[config.mk]
export PLATFORM = sky130hd
export DESIGN_NAME = control_turno
export DESIGN_NICKNAME = d
export VERILOG_FILES = /design/src/rtl/control_turno_pkg.sv /design/src/rtl/control_turno_detector_linea.sv /design/src/rtl/control_turno.sv
export SDC_FILE = /design/constraint.sdc
export NUM_CORES = 1
export LEC_CHECK = 0
export ABC_AREA = 1
export BUFFER_PORTS_ARGS = -buffer_cell sky130_fd_sc_hd__buf_2
export CORE_MARGIN = 2
export CORE_UTILIZATION = 25
export CTS_CLUSTER_DIAMETER = 60
export DETAILED_ROUTE_END_ITERATION = 7
export GPL_ROUTABILITY_DRIVEN = 0
export PLACE_DENSITY = 0.47
export SLEW_MARGIN = 20
export SYNTH_ARGS = -nofsm -noshare
export SYNTH_HDL_FRONTEND = slang
export SYNTH_HIERARCHICAL = 1
export SYNTH_SLANG_ARGS = --single-unit
[constraint.sdc]
create_clock -name clk -period 2.4 [get_ports clk]
set_input_delay 0.48 -clock clk [delete_from_list [all_inputs] [get_ports clk]]
set_output_delay 0.48 -clock clk [all_outputs]
set_load 0.02 [all_outputs]
[src/rtl/control_turno_pkg.sv]
// Shared definitions for the tic-tac-toe turn controller: FSM states, result
// codes, player codes and the eight winning-line masks.
package control_turno_pkg;

    typedef enum logic [1:0] {
        ESPERA  = 2'b00,
        ESCRIBE = 2'b01,
        EVALUA  = 2'b10,
        FIN     = 2'b11
    } estado_t;

    typedef enum logic [1:0] {
        NINGUNO = 2'b00,
        GANA_X  = 2'b01,
        GANA_O  = 2'b10,
        EMPATE  = 2'b11
    } ganador_t;

    localparam logic JUG_X = 1'b0;
    localparam logic JUG_O = 1'b1;

    localparam int unsigned NUM_LINEAS = 8;

    // Bit i of each mask is cell i (row-major).
    localparam logic [NUM_LINEAS-1:0][8:0] LINEAS = {
        9'h054,  // 2,4,6
        9'h111,  // 0,4,8
        9'h124,  // 2,5,8
        9'h092,  // 1,4,7
        9'h049,  // 0,3,6
        9'h1C0,  // 6,7,8
        9'h038,  // 3,4,5
        9'h007   // 0,1,2
    };

    // One-hot cell mask; all zeros for positions outside the board.
    function automatic logic [8:0] mascara_celda(input logic [3:0] pos);
        return (pos <= 4'd8) ? (9'b1 << pos) : '0;
    endfunction

endpackage

[src/rtl/control_turno_detector_linea.sv]
// Combinational check: is any of the eight winning lines fully occupied on
// the given board?
module detector_linea
    import control_turno_pkg::*;
(
    input  logic [8:0] tablero,
    output logic       hay_linea
);

    always_comb begin
        hay_linea = 1'b0;
        for (int unsigned i = 0; i < NUM_LINEAS; i++) begin
            if ((tablero & LINEAS[i]) == LINEAS[i]) begin
                hay_linea = 1'b1;
            end
        end
    end

endmodule

[src/rtl/control_turno.sv]
// Turn controller: validates move requests, writes the board, detects a win
// or draw and alternates the current player. All outputs are registered.
module control_turno
    import control_turno_pkg::*;
#(
    parameter logic JUGADOR_INICIAL = 1'b0
) (
    input  logic       clk,
    input  logic       reset,
    input  logic       solicitud,
    input  logic [3:0] posicion,
    input  logic       reiniciar,
    output logic       jugador,
    output logic [8:0] tablero_x,
    output logic [8:0] tablero_o,
    output logic       ack,
    output logic       rechazo,
    output logic [1:0] ganador,
    output logic       fin_juego
);

    estado_t    estado_q, estado_d;
    ganador_t   ganador_q, ganador_d;
    logic [3:0] pos_q, pos_d;
    logic       jugador_q, jugador_d;
    logic [8:0] tx_q, tx_d;
    logic [8:0] to_q, to_d;
    logic       ack_q, ack_d;
    logic       rech_q, rech_d;
    logic       fin_q, fin_d;

    logic [8:0] mascara;
    logic [8:0] ocupadas;
    logic       hay_linea;

    assign ocupadas = tx_q | to_q;
    assign mascara  = mascara_celda(posicion);

    detector_linea u_detector (
        .tablero   (jugador_q == JUG_O ? to_q : tx_q),
        .hay_linea (hay_linea)
    );

    always_comb begin
        estado_d  = estado_q;
        ganador_d = ganador_q;
        pos_d     = pos_q;
        jugador_d = jugador_q;
        tx_d      = tx_q;
        to_d      = to_q;
        fin_d     = fin_q;
        ack_d     = 1'b0;
        rech_d    = 1'b0;

        if (reiniciar) begin
            estado_d  = ESPERA;
            ganador_d = NINGUNO;
            pos_d     = '0;
            jugador_d = JUGADOR_INICIAL;
            tx_d      = '0;
            to_d      = '0;
            fin_d     = 1'b0;
        end else begin
            unique case (estado_q)
                ESPERA: begin
                    if (solicitud) begin
                        if (mascara == '0 || (mascara & ocupadas) != '0) begin
                            rech_d = 1'b1;
                        end else begin
                            pos_d    = posicion;
                            estado_d = ESCRIBE;
                        end
                    end
                end
                ESCRIBE: begin
                    if (jugador_q == JUG_O) to_d = to_q | mascara_celda(pos_q);
                    else                    tx_d = tx_q | mascara_celda(pos_q);
                    estado_d = EVALUA;
                end
                EVALUA: begin
                    if (hay_linea) begin
                        ganador_d = (jugador_q == JUG_O) ? GANA_O : GANA_X;
                        fin_d     = 1'b1;
                        estado_d  = FIN;
                    end else if (&ocupadas) begin
                        ganador_d = EMPATE;
                        fin_d     = 1'b1;
                        estado_d  = FIN;
                    end else begin
                        jugador_d = ~jugador_q;
                        ack_d     = 1'b1;
                        estado_d  = ESPERA;
                    end
                end
                FIN: ;
                default: estado_d = ESPERA;
            endcase
        end
    end

    always_ff @(posedge clk) begin
        if (reset) begin
            estado_q  <= ESPERA;
            ganador_q <= NINGUNO;
            pos_q     <= '0;
            jugador_q <= JUGADOR_INICIAL;
            tx_q      <= '0;
            to_q      <= '0;
            ack_q     <= 1'b0;
            rech_q    <= 1'b0;
            fin_q     <= 1'b0;
        end else begin
            estado_q  <= estado_d;
            ganador_q <= ganador_d;
            pos_q     <= pos_d;
            jugador_q <= jugador_d;
            tx_q      <= tx_d;
            to_q      <= to_d;
            ack_q     <= ack_d;
            rech_q    <= rech_d;
            fin_q     <= fin_d;
        end
    end

    assign jugador   = jugador_q;
    assign tablero_x = tx_q;
    assign tablero_o = to_q;
    assign ack       = ack_q;
    assign rechazo   = rech_q;
    assign ganador   = ganador_q;
    assign fin_juego = fin_q;

endmodule

* After elaboration in Yosys (flattened, before gate mapping)
Cells that the tools add are included.
Storage, ports and cells: register bits 30, latch bits 0, RAM bits 0, memory bits (read-only) 0, bits of input ports 8, output and inout port bits 24, logic and storage cells 75, memories 0
Operators by class: add/subtract/negate cells 0, multipliers 0, div/mod/pow operators 0, order comparisons 2, equality and inequality tests 12, shift operators 2, muxes and demuxes 23, bitwise operators 11, reduce and logical (&&, ||, !) cells 16
Operator list (count):
- $mux 9 | 3
- $or 9x9->9 | 3
- $eq 3x3->1 const B | 8
- $shl 1x4->9 const A | 2
- $mux 2 | 7
- $mux 1 | 12
- $and 9x9->9 | 1
- $logic_not 9->1 | 1
- $reduce_and 3->1 | 3
- $reduce_and 9->1 | 1
- $reduce_bool 9->1 | 1
- $le 4x4->1 const B | 2
- $reduce_or 4->1 | 2
- $not 1->1 | 7
- $pmux 2 s3 | 1
- $reduce_and 2->1 | 3
- $ne 2x2->1 const B | 2
- $reduce_bool 3->1 | 1
- $eq 2x1->1 const B | 1
- $eq 2x2->1 const B | 1
- $logic_not 2->1 | 1
- $reduce_bool 2->1 | 1
- $reduce_or 2->1 | 1
- $logic_or 1x1->1 | 1

* Longest topological paths before layout
word-level depth 12, depth in mapped cells 17, mapped depth without buffers 16

* Cells and area by module
Netlist, hierarchy kept.
By module, submodules not included:
- control_turno | instances 1, cells an instance 241, area an instance 1530.2 µm², seq. area each 600.6 µm²
- detector_linea | instances 1, cells an instance 21, area an instance 78.8 µm², seq. area each 0.0 µm²

* Worst setup path before layout
Ideal clock, no wire load.
kind reg2reg, from register jugador_q, in the netlist jugador, to register estado_q[0], setup time 64 ps, arrival 1772 ps, required time 2336 ps, slack 564 ps, cell stages (with the launch flop) 18, buffers on the path 1, clock period less this slack 1836 ps, cells stage by stage dfxtp_1 > clkbuf_1 > nand2_1 > o21ai_0 > nand2_1 > nand2_1 > nand2_1 > nand2_1 > inv_1 > nand2_1 > inv_1 > nand2_1 > nand2_1 > inv_2 > nor2_1 > nand3_1 > nand2_1 > nor2_1
Between the ends: cells in the longest elaborated chain, start to end 12, elaborated cells between the ends (all ways) 19, those cells by class eq/ne (8); mux (11)
RTL lines:
- from (decl) | RTL line control_turno.sv:25 | logic jugador_q, jugador_d;
- from (signal assigned) | RTL line control_turno.sv:116 | jugador_q <= jugador_d;
- $mux 9 * | RTL line control_turno.sv:40 | .tablero (jugador_q == JUG_O ? to_q : tx_q),
- $eq 3x3->1 | RTL line control_turno_detector_linea.sv:13 | if ((tablero & LINEAS[i]) == LINEAS[i]) begin
- $mux 1 (7 in series) | RTL line control_turno_detector_linea.sv:13
- $mux 1 * | RTL line control_turno_detector_linea.sv:13
- via hay_linea | RTL line control_turno.sv:34 | logic hay_linea;
- $mux 2 * | RTL line control_turno.sv:81 | if (hay_linea) begin
- $pmux 2 s3 * | RTL line control_turno.sv:64 | unique case (estado_q)
- to (signal assigned) | RTL line control_turno.sv:113 | estado_q <= estado_d;
- to (decl) | RTL line control_turno.sv:22 | estado_t estado_q, estado_d;
The timed path passes the listed nets; every way through them passes the cells marked *. A chain may end at the register's enable or synchronous reset.

* Final worst setup path
Same ends and word-level chain as after synthesis.

==> qor.tcl <==
set qor(vias) 1588
set qor(insertion_delay_ns) 0.28
set qor(cts.repair.resized) 0
set qor(worst_pin_slew_ns) 0.667
set qor(detail_route.vias_per_cell) 4.27
set qor(cts-buffers-inserted) 5
set qor(synth_top_flop_cell) {sky130_fd_sc_hd__dfxtp_1}
set qor(ctsRootBufferMaster) {sky130_fd_sc_hd__clkbuf_8}
set qor(hold_path_depth) 3
set qor(grt.total_usage_pct) 12.5
set qor(routedWlPerCell_um) 11.1
set qor(finalHoldWorstSlack_ns) 0.481
set qor(maxCapViolations) 0
set qor(synth_largest_area_cell) {sky130_fd_sc_hd__dfxtp_1}
set qor(clock_tree_from_tritoncts) {built}
set qor(synth_cell_type_count) 22
set qor(static-leakage-power_nw) 0.915
set qor(min_period_over_period_pct) 77.7
set qor(critical_path_data_required_time_ns) 2.58
set qor(report.final.slew_viol_count) 0
set qor(number_of_enable_flip_flop_cells_after_synthesis) 0
set qor(leading_cell_type_in_the_layout_fill_and_taps_excluded) {sky130_fd_sc_hd__nand2_1}
set qor(yosysTopAreaCellShare_pct) 37.3
set qor(die_w_um) 84.2
set qor(final-hold-violation-count) 0
set qor(htree_levels) 2
set qor(synthesis.area_um2) 1610
set qor(crit_top_cell) {sky130_fd_sc_hd__nand2_1}
set qor(place_hpwl_um) 3250
set qor(number_of_global_route_vias_before_repair) 1476
set qor(critical_path_class) {flop to flop}
set qor(clkSinkCount) 30
set qor(achievable-frequency_ghz) 0.536
set qor(critical_path_data_arrival_time_ns) 2.05
set qor(layout_common_cells) {sky130_fd_sc_hd__nand2_1 (87), sky130_fd_sc_hd__nor2_1 (40), sky130_fd_sc_hd__inv_1 (31), sky130_fd_sc_hd__buf_2 (31), sky130_fd_sc_hd__dfxtp_1 (29)}
set qor(worstPathMaxFanout) 23
set qor(clock_path_buffers) 2
set qor(r2r_worst_path_depth) 15
set qor(power_per_cell_area_nw_per_um2) 519
set qor(max_slew_headroom_pct) 55.4
set qor(layout.filler_cells) 712
set qor(antenna_violations_before_repair) 0
set qor(ys_ff_latch) 30
set qor(timing.hold.worst.class) {primary input to flop}
set qor(port-buffer-count) 31
set qor(clkTransAtPathRegs_ns) 0.06
set qor(area_growth_from_synthesis_to_final_layout_pct) 20.1
set qor(status) {finished clean}
set qor(cp_cell_sequence) {o21ai_0, nand2_1, nand2_1, nand2_1, nand2_1, inv_1, nand2_1, inv_1, nand2_1, nand2_1, inv_2, nor2_1, nand3_1, nand2_1, nor2_1}
set qor(pin_count_of_the_biggest_net_entering_global_routing) 24
set qor(setup_viol) 0
set qor(finalWorstPathRequiredPeriod_ns) 1.87
set qor(finalNetCount) 308
set qor(worstSetupStartpointType) {flop}
set qor(worst_ir_drop_vdd_mv) 0.201
set qor(ys.warnings.count) 6
set qor(post-route-drc-count) 0
set qor(dpl.cell_count) 366
set qor(final.setup_skew_ns) 0.00637
set qor(syn-mean-instance-area_um2) 6.14
set qor(synth_cells) 262
set qor(timing.critical_path.slowest_stage_cell) {sky130_fd_sc_hd__dfxtp_2}
set qor(cp-end-kind) {flop}
set qor(die_y_um) 84.2
set qor(first_pass_grt_wire_length_um) 7020
set qor(postSynthNetCount) 274
set qor(floorplan.initialDensity_pct) 25.6
set qor(synth-seq-area-share_pct) 37.3
set qor(instances_no_fill) 372
set qor(ys_top_cells_by_area) {sky130_fd_sc_hd__dfxtp_1 (37%), sky130_fd_sc_hd__nand2_1 (20%), sky130_fd_sc_hd__nor2_1 (9.3%), sky130_fd_sc_hd__inv_1 (7.2%), sky130_fd_sc_hd__a21oi_1 (5.9%)}
set qor(synth_async_sr_flop_share_pct) 0
set qor(drtIter0Drc) 79
set qor(number_of_core_rows) 29
set qor(finalWirelength_um) 4130
set qor(ant_nets) 0
set qor(cts_setup_buffers) 0
set qor(timing.setup.tns_ns) 0
set qor(core_area_um2) 6280
set qor(antenna-diode-count) 0
set qor(drt_pre_antenna_iters) 4
set qor(grt_remaining_overflow) 0
set qor(holdBufCountCts) 0
set qor(max_stage_delay_ns) 0.53
set qor(rsz_0062_raised_after_global_routing) {no}
set qor(design.portCount) 32
set qor(fraction_of_final_layout_cells_sized_beyond_drive_strength_1_pct) 19.7
set qor(die_area_um2) 7090
## layer usage
| layer | up-vias | wire, um | GRT usage (%) |
|---|---|---|---|
| met4 | 0 | 51 | 3.52 |
| li1 | 864 | - | - |
| met5 | - | 0 | 0 |
| met2 | 24 | 1840 | 20.0 |
| met3 | 5 | 162 | 3.15 |
| met1 | 695 | 2070 | 16.7 |
## cell families after synthesis
logic type / count (synthesis) / synth area share (%)
compound gates: 37 / 12.1
flops: 30 / 37.3
simple gates: 143 / 36.2
fa+ha+maj: 4 / 3.11
buf+inv: 48 / 11.2
## cell type report
type / instances / area, um^2 / share of cell area, %
Clock buffer: 6 / 82.6 / 4.27
Inverter: 43 / 161 / 8.35
Tap cell: 77 / 96.3 / 4.98
Multi-Input combinational cell: 184 / 828 / 42.8
Timing Repair Buffer: 32 / 163 / 8.41
Sequential cell: 30 / 602 / 31.1
## worst max-delay path, delay by kind of cell (launching register included)
kind	cells	cell delay, ns
and+or+nand+nor	11	0.78
DFF	1	0.53
AOI/OAI and AO/OA	1	0.26
buffers and inverters	3	0.20
## power breakdown
part | leakage (nW) | switching, mW | total (mW) | internal [mW]
Sequential | 0.243 | 0.00706 | 0.512 | 0.505
Clock | 0.0431 | 0.178 | 0.398 | 0.221
Combinational | 0.629 | 0.0624 | 0.0936 | 0.0312
Total | 0.915 | 0.247 | 1.00 | 0.757
## synthesized netlist by cell type, types with 2 or more instances
| master | n |
|---|---|
| sky130_fd_sc_hd__nand2_1 | 87 |
| sky130_fd_sc_hd__nor2_1 | 40 |
| sky130_fd_sc_hd__inv_1 | 31 |
| sky130_fd_sc_hd__dfxtp_1 | 30 |
| sky130_fd_sc_hd__a21oi_1 | 19 |
| sky130_fd_sc_hd__inv_2 | 11 |
| sky130_fd_sc_hd__o21ai_0 | 11 |
| sky130_fd_sc_hd__nand3_1 | 7 |
| sky130_fd_sc_hd__clkbuf_1 | 5 |
| sky130_fd_sc_hd__ha_1 | 4 |
| sky130_fd_sc_hd__o21ai_1 | 3 |
| sky130_fd_sc_hd__a31oi_1 | 2 |
| sky130_fd_sc_hd__nand2_2 | 2 |
| sky130_fd_sc_hd__o21ai_2 | 2 |
## per-stage QoR
step	util, %	worst slack, ns	power (mW)	area (um^2)
after CTS	30.8	0.282	1.02	1930
after detailed placement	29.5	0.308	0.617	1850
after global placement	29.5	0.370	0.617	1850
after global routing	30.8	0.205	1.06	1930
final	30.8	0.535	1.00	1930
after floorplan	-	0.564	0.589	1610
## sequential cells by signal (all words and copies together) (netlist names)
signal,cells
tablero_o,9
estado_q,2
ack,1
rechazo,1
pos_q,4
jugador,1
tablero_x,9
fin_juego,1
ganador,2
## worst paths after layout
kind,start,to,slack [ns]
worst max-delay path,jugador,estado_q[0],0.53
worst min-delay path,solicitud,rechazo,0.48
worst max register to register,jugador,estado_q[0],0.53
worst min register to register,fin_juego,fin_juego,0.48
Note: power is estimated with default switching activity, not from simulation.
